===== config.mk =====
export PLATFORM = sky130hd
export DESIGN_NAME = proc_boot_ctrl
export DESIGN_NICKNAME = d
export VERILOG_FILES = /design/src/rtl/proc_pkg.sv /design/src/rtl/proc_cycle_counter.sv /design/src/rtl/proc_boot_ctrl.sv
export SDC_FILE = /design/constraint.sdc
export NUM_CORES = 1
export LEC_CHECK = 0
export CAP_MARGIN = 20
export CELL_PAD_IN_SITES_DETAIL_PLACEMENT = 0
export CELL_PAD_IN_SITES_GLOBAL_PLACEMENT = 2
export CORE_MARGIN = 2
export CORE_UTILIZATION = 26
export DETAILED_ROUTE_END_ITERATION = 10
export PLACE_DENSITY_LB_ADDON = 0.1
export REMOVE_ABC_BUFFERS = 1
export SYNTH_ARGS = -nofsm -noshare
export SYNTH_HDL_FRONTEND = slang
export SYNTH_HIERARCHICAL = 1
export SYNTH_SLANG_ARGS = --single-unit
export TNS_END_PERCENT = 1

===== constraint.sdc =====
create_clock -name clk -period 6.85 [get_ports clk]
set_input_delay 1.37 -clock clk [delete_from_list [all_inputs] [get_ports clk]]
set_output_delay 1.37 -clock clk [all_outputs]
set_load 0.05 [all_outputs]

===== src/rtl/proc_pkg.sv =====
`default_nettype none
// ============================================================================
// Module      : proc_pkg
// Description : Shared definitions for the processor boot sequencer: the
//               sequencer state encoding, the instruction width and the
//               default halt encoding reused by the assembler and benches.
// Revision    : 1.0 - initial release
// ============================================================================
package proc_pkg;

    localparam int          PROC_DATA_W     = 32;
    localparam logic [31:0] PROC_HALT_INSTR = 32'hFFFF_FFFF;

    localparam int STATE_W = 3;

    typedef enum logic [STATE_W-1:0] {
        ST_IDLE   = 3'd0,
        ST_LOAD   = 3'd1,
        ST_SETTLE = 3'd2,
        ST_RUN    = 3'd3,
        ST_DONE   = 3'd4
    } state_t;

endpackage : proc_pkg
`default_nettype wire


===== src/rtl/proc_cycle_counter.sv =====
`default_nettype none
// ============================================================================
// Module      : proc_cycle_counter
// Description : Saturating up-counter with synchronous clear and enable.
//               Stops at LIMIT and flags the cycle in which the count sits
//               one below LIMIT so the owner can act on the final step.
// Revision    : 1.0 - initial release
// ============================================================================
module proc_cycle_counter #(
    parameter int CNT_W = 16,
    parameter int LIMIT = 1000
) (
    input  logic             clk,
    input  logic             rst_n,
    input  logic             clr,
    input  logic             en,
    output logic [CNT_W-1:0] count,
    output logic             at_last
);

    localparam logic [CNT_W-1:0] C_LIMIT    = CNT_W'(LIMIT);
    localparam logic [CNT_W-1:0] C_LIMIT_M1 = CNT_W'(LIMIT - 1);

    logic [CNT_W-1:0] count_d;
    logic [CNT_W-1:0] count_q;

    // Next count: clear wins over enable; hold once the limit is reached
    always_comb begin
        count_d = count_q;
        if (clr) begin
            count_d = '0;
        end else if (en && (count_q != C_LIMIT)) begin
            count_d = count_q + 1'b1;
        end
    end

    // Count register
    always_ff @(posedge clk or negedge rst_n) begin
        if (!rst_n) begin
            count_q <= '0;
        end else begin
            count_q <= count_d;
        end
    end

    assign count   = count_q;
    assign at_last = (count_q == C_LIMIT_M1);

endmodule : proc_cycle_counter
`default_nettype wire


===== src/rtl/proc_boot_ctrl.sv =====
`default_nettype none
// ============================================================================
// Module      : proc_boot_ctrl
// Description : Boot sequencer around the single-cycle core. Streams a
//               program into instruction memory with the core held in
//               reset, allows one settle cycle, releases the core and
//               counts run cycles until the halt encoding or a timeout.
//               Optional single-step support is built when the macro
//               PROC_BOOT_CTRL_STEP_EN is defined (adds step, step_mode
//               and core_ce ports).
// Revision    : 1.0 - initial release
// ============================================================================
module proc_boot_ctrl
    import proc_pkg::*;
#(
    parameter int                ADDR_W     = 8,
    parameter int                DATA_W     = PROC_DATA_W,
    parameter logic [DATA_W-1:0] HALT_INSTR = DATA_W'(PROC_HALT_INSTR),
    parameter int                MAX_CYCLES = 1000,
    parameter int                CNT_W      = 16
) (
    input  logic              clk,
    input  logic              rst,
    input  logic              start,
    input  logic              load_valid,
    input  logic [DATA_W-1:0] load_data,
    input  logic              load_last,
    output logic              load_ready,
    output logic              imem_we,
    output logic [ADDR_W-1:0] imem_addr,
    output logic [DATA_W-1:0] imem_wdata,
    output logic              core_rst,
    input  logic [DATA_W-1:0] core_instr,
    output logic [CNT_W-1:0]  cycle_count,
    output logic              halted,
    output logic              timeout,
`ifdef PROC_BOOT_CTRL_STEP_EN
    input  logic              step,
    input  logic              step_mode,
    output logic              core_ce,
`endif
    output logic              done
);

    state_t state_d;
    state_t state_q;

    logic [ADDR_W-1:0] addr_d;
    logic [ADDR_W-1:0] addr_q;
    logic              imem_we_d;
    logic              imem_we_q;
    logic [ADDR_W-1:0] imem_addr_d;
    logic [ADDR_W-1:0] imem_addr_q;
    logic [DATA_W-1:0] imem_wdata_d;
    logic [DATA_W-1:0] imem_wdata_q;
    logic              halted_d;
    logic              halted_q;
    logic              timeout_d;
    logic              timeout_q;

    logic              w_ce;
    logic              w_run_adv;
    logic              w_is_halt;
    logic              w_accept;
    logic              w_addr_full;
    logic              w_load_end;
    logic              w_start_ok;
    logic              w_cnt_en;
    logic              w_cnt_last;
    logic              w_to_hit;
    logic [CNT_W-1:0]  w_count;

`ifdef PROC_BOOT_CTRL_STEP_EN
    // Outside RUN the enable stays high so the core keeps clocking its reset
    always_comb begin
        w_ce = 1'b1;
        if ((state_q == ST_RUN) && step_mode) begin
            w_ce = step;
        end
    end
    assign core_ce = w_ce;
`else
    assign w_ce = 1'b1;
`endif

    // Handshake and run-phase qualifiers shared by the FSM and datapath
    assign w_run_adv   = (state_q == ST_RUN) && w_ce;
    assign w_is_halt   = (core_instr == HALT_INSTR);
    assign w_accept    = (state_q == ST_LOAD) && load_valid;
    assign w_addr_full = (addr_q == {ADDR_W{1'b1}});
    assign w_load_end  = w_accept && (load_last || w_addr_full);
    assign w_start_ok  = start && ((state_q == ST_IDLE) || (state_q == ST_DONE));
    // The halt cycle itself is never counted
    assign w_cnt_en    = w_run_adv && !w_is_halt;
    assign w_to_hit    = w_cnt_en && w_cnt_last;

    proc_cycle_counter #(
        .CNT_W (CNT_W),
        .LIMIT (MAX_CYCLES)
    ) u_cycle_counter (
        .clk     (clk),
        .rst_n   (rst),
        .clr     (w_start_ok),
        .en      (w_cnt_en),
        .count   (w_count),
        .at_last (w_cnt_last)
    );

    // State register
    always_ff @(posedge clk or negedge rst) begin
        if (!rst) begin
            state_q <= ST_IDLE;
        end else begin
            state_q <= state_d;
        end
    end

    // Next-state logic; halt takes priority over timeout in RUN
    always_comb begin
        state_d = state_q;
        case (state_q)
            ST_IDLE: begin
                if (start) state_d = ST_LOAD;
            end
            ST_LOAD: begin
                if (w_load_end) state_d = ST_SETTLE;
            end
            ST_SETTLE: begin
                state_d = ST_RUN;
            end
            ST_RUN: begin
                if (w_run_adv && w_is_halt) begin
                    state_d = ST_DONE;
                end else if (w_to_hit) begin
                    state_d = ST_DONE;
                end
            end
            ST_DONE: begin
                if (start) state_d = ST_LOAD;
            end
            default: begin
                state_d = ST_IDLE;
            end
        endcase
    end

    // State-decoded outputs
    always_comb begin
        core_rst   = (state_q != ST_RUN);
        load_ready = (state_q == ST_LOAD);
        done       = (state_q == ST_DONE);
    end

    // Load address, registered memory write and run-result flag updates
    always_comb begin
        addr_d       = addr_q;
        imem_we_d    = w_accept;
        imem_addr_d  = imem_addr_q;
        imem_wdata_d = imem_wdata_q;
        halted_d     = halted_q;
        timeout_d    = timeout_q;

        if (w_start_ok) begin
            addr_d    = '0;
            halted_d  = 1'b0;
            timeout_d = 1'b0;
        end

        if (w_accept) begin
            imem_addr_d  = addr_q;
            imem_wdata_d = load_data;
            // A full memory ends the load, so the counter never wraps
            if (!w_addr_full) begin
                addr_d = addr_q + 1'b1;
            end
        end

        if (w_run_adv && w_is_halt) begin
            halted_d = 1'b1;
        end else if (w_to_hit) begin
            timeout_d = 1'b1;
        end
    end

    // Datapath registers
    always_ff @(posedge clk or negedge rst) begin
        if (!rst) begin
            addr_q       <= '0;
            imem_we_q    <= 1'b0;
            imem_addr_q  <= '0;
            imem_wdata_q <= '0;
            halted_q     <= 1'b0;
            timeout_q    <= 1'b0;
        end else begin
            addr_q       <= addr_d;
            imem_we_q    <= imem_we_d;
            imem_addr_q  <= imem_addr_d;
            imem_wdata_q <= imem_wdata_d;
            halted_q     <= halted_d;
            timeout_q    <= timeout_d;
        end
    end

    assign imem_we     = imem_we_q;
    assign imem_addr   = imem_addr_q;
    assign imem_wdata  = imem_wdata_q;
    assign cycle_count = w_count;
    assign halted      = halted_q;
    assign timeout     = timeout_q;

endmodule : proc_boot_ctrl
`default_nettype wire


# Word level (Yosys, flattened, before mapping)
# Index checks and enable logic that the tools add are counted.
word_totals:
  wordCells: 52
  output_inout_bits: 62
  register_bits: 70
op_classes:
  addsub: 2
  reduce_logical: 15
  n_eq_ne: 12
  muxes: 15
op_table:
  columns: ["op", "count"]
  rows:
  - ["== test 32 bit (second input constant)", 1]
  - ["two-way mux 16 bit", 2]
  - ["two-way mux 8 bit", 3]
  - ["adder 16 x 1 -> 16 bit (second input constant)", 1]
  - ["== test 16 x 10 -> 1 bit (second input constant)", 1]
  - ["!= test 16 x 10 -> 1 bit (second input constant)", 1]
  - ["two-way mux 3 bit", 4]
  - ["case mux 3 bit (4 select lines)", 1]
  - ["adder 8 x 1 -> 8 bit (second input constant)", 1]
  - ["== test 8 bit (second input constant)", 1]
  - ["logical AND 1 bit", 7]
  - ["== test 3 x 2 -> 1 bit (second input constant)", 2]
  - ["two-way mux 1 bit", 5]
  - ["!= test 2 x 1 -> 1 bit (second input constant)", 2]
  - ["nonzero test 2 bit", 2]
  - ["== test 3 x 1 -> 1 bit (second input constant)", 1]
  - ["== test 3 bit (second input constant)", 1]
  - ["logical NOT 3 bit", 1]
  - ["!= test 3 x 1 -> 1 bit (second input constant)", 1]
  - ["!= test 3 x 2 -> 1 bit (second input constant)", 1]
  - ["AND reduction 3 bit", 1]
  - ["logical OR 1 bit", 2]
  - ["OR reduction 2 bit", 1]
  - ["logical NOT 1 bit", 1]

# Longest topological paths before layout
# Gate-level depths: netlist of the first run.
depth:
  word_depth: 7
  ltp_mapped: 8
  mapped_depth_nobuf: 7

# Hierarchy
# Netlist of the first run, hierarchy kept.
modules_own_cells:
  columns: ["mod", "instances", "area_each_um2", "cells_per_inst"]
  rows:
  - ["proc_boot_ctrl", 1, 2282.2, 251]
  - ["proc_cycle_counter", 1, 885.8, 93]

# Least setup slack after synthesis of the first run
# No wires, ideal clock.
synth_timing:
  path_kind: "input to register"
  from: "input port core_instr[10]"
  to: "register u_cycle_counter.count_q[15] (netlist: u_cycle_counter/count[15])"
  path_buffers: 1
  stages: 8
  setup_slack_ns: 3.722
  arrival_time_ns: 3.051
  path_cell_list: "nand4_1 > nor4_1 > a21oi_1 > and3_1 > clkbuf_1 > nand3_1 > or4_1 > a21oi_1"
synth_via:
  elab_chain_cells: 5
synth_lines:
  columns: ["element", "line_no", "rtl"]
  rows:
  - ["from (decl)", "proc_boot_ctrl.sv:33", "input logic [DATA_W-1:0] core_instr,"]
  - ["== test 32 bit", "proc_boot_ctrl.sv:88", "assign w_is_halt = (core_instr == HALT_INSTR);"]
  - ["logical NOT 1 bit", "proc_boot_ctrl.sv:94", "assign w_cnt_en = w_run_adv && !w_is_halt;"]
  - ["logical AND 1 bit", "proc_boot_ctrl.sv:94", null]
  - ["named net w_cnt_en", "proc_boot_ctrl.sv:68", "logic w_cnt_en;"]
  - ["logical AND 1 bit", "proc_cycle_counter.sv:32", "end else if (en && (count_q != C_LIMIT)) begin"]
  - ["nonzero test 2 bit (no source line)", null, null]
  - ["to (signal assigned)", "proc_cycle_counter.sv:42", "count_q <= count_d;"]
  - ["to (decl)", "proc_cycle_counter.sv:25", "logic [CNT_W-1:0] count_q;"]
# The timed path passes the listed nets, and every way through them passes these cells.
# A chain may end at the register's enable or synchronous reset.

# Worst setup path after layout of the first run
layout_timing:
  from: "input port core_instr[15]"
  to: "register u_cycle_counter.count_q[15] (netlist: u_cycle_counter/count[15])"
# Same word-level chain as after synthesis.

==> flow_metrics.env, run 1 <==
export IMPL_place_area_um2=4580
export IMPL_fmax_mhz=294
export IMPL_post_cts_setup_buffer_count=0
export IMPL_insertedDiodeCount=0
export IMPL_grt_pass1_wl_mm=13.5
export IMPL_crit_type="in -> reg"
export IMPL_io_pins=131
export IMPL_firstDrtPassIters=4
export IMPL_cp_required_ps=7100
export IMPL_synthCells=344
export IMPL_hpwl_mm=5.51
export IMPL_start_util=0.265
export IMPL_wl_per_cell_um=13.3
export IMPL_p_leak_uw=0.00221
export IMPL_setup_viol=0
export IMPL_design_die_area_um2=13100
export IMPL_total_power_uw=2010
export IMPL_die_h_um=114
export IMPL_gr_usage_all_layers=0.131
export IMPL_synth_top_area_share=0.553
export IMPL_final_core_util=0.406
export IMPL_hold_path_class="reg -> reg"
export IMPL_ir_drop_uv=187
export IMPL_combPwrFrac=0.475
export IMPL_relSlewSlack=0.391
export IMPL_cts_buffers=9
export IMPL_rsz0062_at_grt="no"
export IMPL_postLayoutCellArea_um2=4860
export IMPL_cts_tree="built"
export IMPL_p_sw_frac=0.445
export IMPL_fin_crit_ps=3400
export IMPL_root_buffer="clkbuf_16"
export IMPL_netlist_top_cell_by_area="dfrtp_1"
export IMPL_clkPwrFrac=0.214
export IMPL_die_w_um=114
export IMPL_vias=2825
export IMPL_core_area_um2=12000
export IMPL_drt_iter0_drc=143
export IMPL_tns_ps=0
export IMPL_overflow=0
export IMPL_seqPwrFrac=0.311
export IMPL_hold_viol=0
export IMPL_postCtsHoldBufs=0
export IMPL_layout_nets=543
export IMPL_tightest_slew_ps=914
export IMPL_yosys_warnings=6
export IMPL_synth_cell_types=46
export IMPL_viasPerCell=4.54
export IMPL_cp_max_fo=8
export IMPL_synth_area_um2=3170
export IMPL_port_buffers=130
export IMPL_cts_path_max_buffers=2
export IMPL_antenna_left=0
export IMPL_globalplace_congestion=0.747
export IMPL_drc=0
export IMPL_wirelength_mm=8.28
export IMPL_switching_power_uw=894
export IMPL_drive_above_1_share=0.0526
export IMPL_p_per_area_nw_per_um2=414
export IMPL_num_rows=40
export IMPL_htree_levels=3
export IMPL_clk_pin_slew_ps=50
export IMPL_area_delta_synth_final_pct=53.3
export IMPL_synth_area_top_cells="dfrtp_1, nand2_1, nand4_1"
export IMPL_endpoint_kind="flip-flop"
export IMPL_antenna_found_initial=0
export IMPL_first_global_vias=2773
export IMPL_grt_max_degree=71
export IMPL_clock_skew_ps=3.75
export IMPL_status="finished clean"
export IMPL_final_period_utilization=0.496
export IMPL_seq_area_frac_synth=0.553
export IMPL_start_kind="input port"
export IMPL_maxCapViolations=0
export IMPL_p_int_uw=1120
export IMPL_worstSkewPairLatency_ps=330
export IMPL_avgSynthCellArea_um2=9.21
export IMPL_slew_violations=0
export IMPL_cp_arrival_ps=3650
export IMPL_clock_sinks=70
export IMPL_ys_ff_latch=70
export IMPL_cts_resized=0
synth_stat cells (all sizes together):
library cell,count
a211o,1
a21boi,1
a21oi,7
a22o,1
a31oi,1
a41o,1
and3,5
and3b,1
and4,2
buf,6
clkbuf,8
clkinv,1
dfrtp,70
ha,3
inv,7
mux2,1
mux2i,4
nand2,137
nand2b,1
nand3,9
nand3b,1
nand4,17
nor2,15
nor3,3
nor3b,2
nor4,4
nor4b,1
o211ai,2
o21a,1
o21ai,8
o21bai,1
o2bb2ai,2
o31ai,2
or3,3
or4,2
xnor2,4
xor2,9
registers in the layout, summed over array words and instances (netlist names):
name                   flops
imem_wdata                32
u_cycle_counter/count     16
addr_q                     8
imem_addr                  8
state_q                    3
halted                     1
imem_we                    1
timeout                    1
layout by cell type, fill, tap and decap left out, types with 2 or more instances in the layout:
cell type and count:
inv_1 7, and4_1 2, o211ai_1 2, ha_1 3
nor2_1 15, o21ai_0 7, clkbuf_8 2, or3_1 2
o2bb2ai_1 2, clkbuf_16 9, clkdlybuf4s50_1 129, o31ai_1 2
nor4_1 4, nand2_1 136, xnor2_1 4, clkinv_2 3
or4_1 2, xor2_1 9, mux2i_1 4, dfrtp_1 70
a21oi_1 7, nand3_1 7, and3_1 4, nand4_1 17
nor3_1 3
path summary, 6_finish.rpt:
kind | from | end | slack [ps] | cells after the start
min | imem_addr[5] | imem_addr[5] | 470 | 2
max | core_instr[15] | u_cycle_counter/count[15] | 3450 | 8
min reg2reg | imem_addr[5] | imem_addr[5] | 470 | 2
max in group asynchronous | rst | imem_wdata[1] | 5080 | 1
min in group asynchronous | rst | imem_wdata[21] | 1180 | 1
max reg2reg | state_q[2] | u_cycle_counter/count[15] | 4350 | 6
routing by layer:
layer  up-vias  GRT usage  share of wire
met5         -          0              0
met3        12     0.0360          0.067
met2       101      0.213           0.47
li1       1400          -              -
met4         0     0.0634          0.020
met1      1312      0.161           0.45
stage by stage:
| step | hold slack [ps] | setup slack, ps | instances |
|---|---|---|---|
| floorplan | 479 | 3810 | 330 |
| global placement | 457 | 3160 | 607 |
| detailed placement | 461 | 3070 | 607 |
| CTS | 475 | 3430 | 622 |
| global route | 493 | 3270 | 622 |
| finish | 470 | 3450 | 622 |
power groups by stage:
stage / registers, uW / clock network, uW / logic, uW
after floorplan: 1000 / 0 / 245
after global placement: 631 / 0 / 961
after detailed placement: 633 / 0 / 968
after CTS: 627 / 448 / 969
after global routing: 644 / 468 / 1020
final: 626 / 430 / 954
cells by family after synthesis:
family,share of synthesized area
AND/OR/NAND/NOR,0.294
AO/OA/AOI/OAI,0.0565
multiplexers,0.0162
adder cells (fa/ha/maj),0.0118
XOR/XNOR,0.0359
buffers and inverters,0.0328
flip-flops,0.553
final cells by class:
class,instances,area (um2)
clock buffers,11,253
inverters,8,35.0
repair buffers,130,1300
fillers,1206,7100
well taps,147,184
flip-flops and latches,70,1750
multi-input cells,252,1310
clock inverters,4,22.5
worst max-delay path, stage by stage:
cell	delay (ps)
clkdlybuf4s50_1	410
nand4_1	90
nor4_1	80
a21oi_1	590
and3_1	420
nand3_1	140
or4_1	410
a21oi_1	150
(Power assumes the default switching activity.)
==> run 2: changes to the inputs <==
--- a/config.mk
+++ b/config.mk
@@ -9,7 +9,7 @@
 export CELL_PAD_IN_SITES_DETAIL_PLACEMENT = 0
 export CELL_PAD_IN_SITES_GLOBAL_PLACEMENT = 2
 export CORE_MARGIN = 2
-export CORE_UTILIZATION = 26
+export CORE_UTILIZATION = 24
 export DETAILED_ROUTE_END_ITERATION = 10
 export PLACE_DENSITY_LB_ADDON = 0.1
 export REMOVE_ABC_BUFFERS = 1
==> constraint.sdc (replaced) <==
create_clock -name clk -period 3.3 [get_ports clk]
set_input_delay 0.66 -clock clk [delete_from_list [all_inputs] [get_ports clk]]
set_output_delay 0.66 -clock clk [all_outputs]
set_load 0.05 [all_outputs]
==> run 2 against run 1 <==
Effect of this change:
- non-clock buffer count increased by 2
- combinational power rose by 110%
- first-iteration DRC count decreased by 12%
- critical path type is now reg -> out
==> flow_metrics.env, run 2 (synthesis gave the netlist of run 1 again) <==
export IMPL_clk_pin_slew_ps=50
export IMPL_cp_arrival_ps=1950
export IMPL_crit_path_cell_trace="nor3b_1, clkdlybuf4s50_1"
export IMPL_fmax_mhz=383
export IMPL_critPathBufInv=1
export IMPL_cts_resized=0
export IMPL_final_core_util=0.383
export IMPL_port_buffers=130
export IMPL_ir_drop_uv=364
export IMPL_drc=0
export IMPL_maxCapViolations=0
export IMPL_first_global_vias=2888
export IMPL_cts_tree="built"
export IMPL_cts_buffers=9
export IMPL_relSlewSlack=0.383
export IMPL_cpPeakStageDelay_ps=860
export IMPL_place_area_um2=4630
export IMPL_cp_required_ps=2640
export IMPL_post_cts_setup_buffer_count=0
export IMPL_hold_path_class="in -> async"
export IMPL_drive_above_1_share=0.0503
export IMPL_num_rows=41
export IMPL_postLayoutCellArea_um2=4900
export IMPL_wl_per_cell_um=13.2
export IMPL_layout_commonest_cell="nand2_1"
export IMPL_start_kind="flip-flop"
export IMPL_core_area_um2=12800
export IMPL_htree_levels=3
export IMPL_clock_sinks=70
export IMPL_grt_max_degree=71
export IMPL_tns_ps=0
export IMPL_wirelength_mm=8.55
export IMPL_p_leak_uw=0.00221
export IMPL_rsz0062_at_grt="no"
export IMPL_final_period_utilization=0.791
export IMPL_firstDrtPassIters=4
export IMPL_layout_nets=545
export IMPL_start_util=0.248
export IMPL_cts_path_max_buffers=2
export IMPL_hold_viol=0
export IMPL_insertedDiodeCount=0
export IMPL_drt_iter0_drc=126
export IMPL_antenna_left=0
export IMPL_postCtsHoldBufs=0
export IMPL_grt_pass1_wl_mm=14.5
export IMPL_hpwl_mm=5.78
export IMPL_root_buffer="clkbuf_16"
export IMPL_endpoint_kind="primary output"
export IMPL_status="finished clean"
export IMPL_clock_skew_ps=2.92
export IMPL_tightest_slew_ps=925
export IMPL_p_per_area_nw_per_um2=854
export IMPL_area_delta_synth_final_pct=54.6
export IMPL_setup_viol=0
export IMPL_globalplace_congestion=0.713
export IMPL_worstSkewPairLatency_ps=330
export IMPL_fin_crit_ps=2610
export IMPL_final_cell_mix="nand2_1, clkdlybuf4s50_1, dfrtp_1, nand4_1, nor2_1"
export IMPL_viasPerCell=4.40
export IMPL_crit_type="reg -> out"
export IMPL_antenna_found_initial=0
export IMPL_cp_slowest_cell="clkdlybuf4s50_1"
export IMPL_overflow=0
export IMPL_vias=2855
export IMPL_holdWs_ps=466
export IMPL_gr_usage_all_layers=0.129
export IMPL_largest_register_ffs=32
export IMPL_die_h_um=119
export IMPL_die_w_um=119
export IMPL_crit_family="buffers and inverters"
export IMPL_io_pins=131
export IMPL_design_die_area_um2=14100
export IMPL_cp_max_fo=6
export IMPL_slew_violations=0
==> run 2: metal layers <==
layer  track usage  part of all wire
met5             0                 0
met4        0.0580             0.016
met3        0.0354             0.062
met2         0.198              0.44
met1         0.168              0.48
==> run 2: cell type report <==
cell class	instances	area (um2)
Clock buffer	14	264
Clock inverter	1	5.00
Fill cell	1317	7880
Inverter	8	35.0
Multi-Input combinational cell	252	1310
Sequential cell	70	1750
Tap cell	172	215
Timing Repair Buffer	132	1310
==> run 2: worst paths after layout <==
path                                            from                  endpoint  slack, ps  depth (start not counted)
hold / removal                                   rst            imem_wdata[22]        470                          1
setup / recovery                          state_q[1]                      done        690                          2
setup reg to reg           u_cycle_counter/count[14]                state_q[0]       1100                          5
max in group asynchronous                        rst  u_cycle_counter/count[0]       2230                          1
hold reg to reg                       imem_wdata[14]            imem_wdata[14]        470                          2
min in group clk                      imem_wdata[14]            imem_wdata[14]        470                          2
==> run 2: per-stage QoR <==
step / worst slack (ps) / instances / power (uW)
after global placement: 622 / 634 / 3330
after CTS: 639 / 649 / 4270
final: 691 / 649 / 4180
after floorplan: 664 / 330 / 2590
after detailed placement: 515 / 634 / 3350
after global routing: 607 / 649 / 4450
==> run 2: report_power, final <==
group / switching [uW] / internal, uW / total, uW
Sequential: 182 / 1110 / 1300
Combinational: 1330 / 675 / 2010
Clock: 338 / 545 / 882
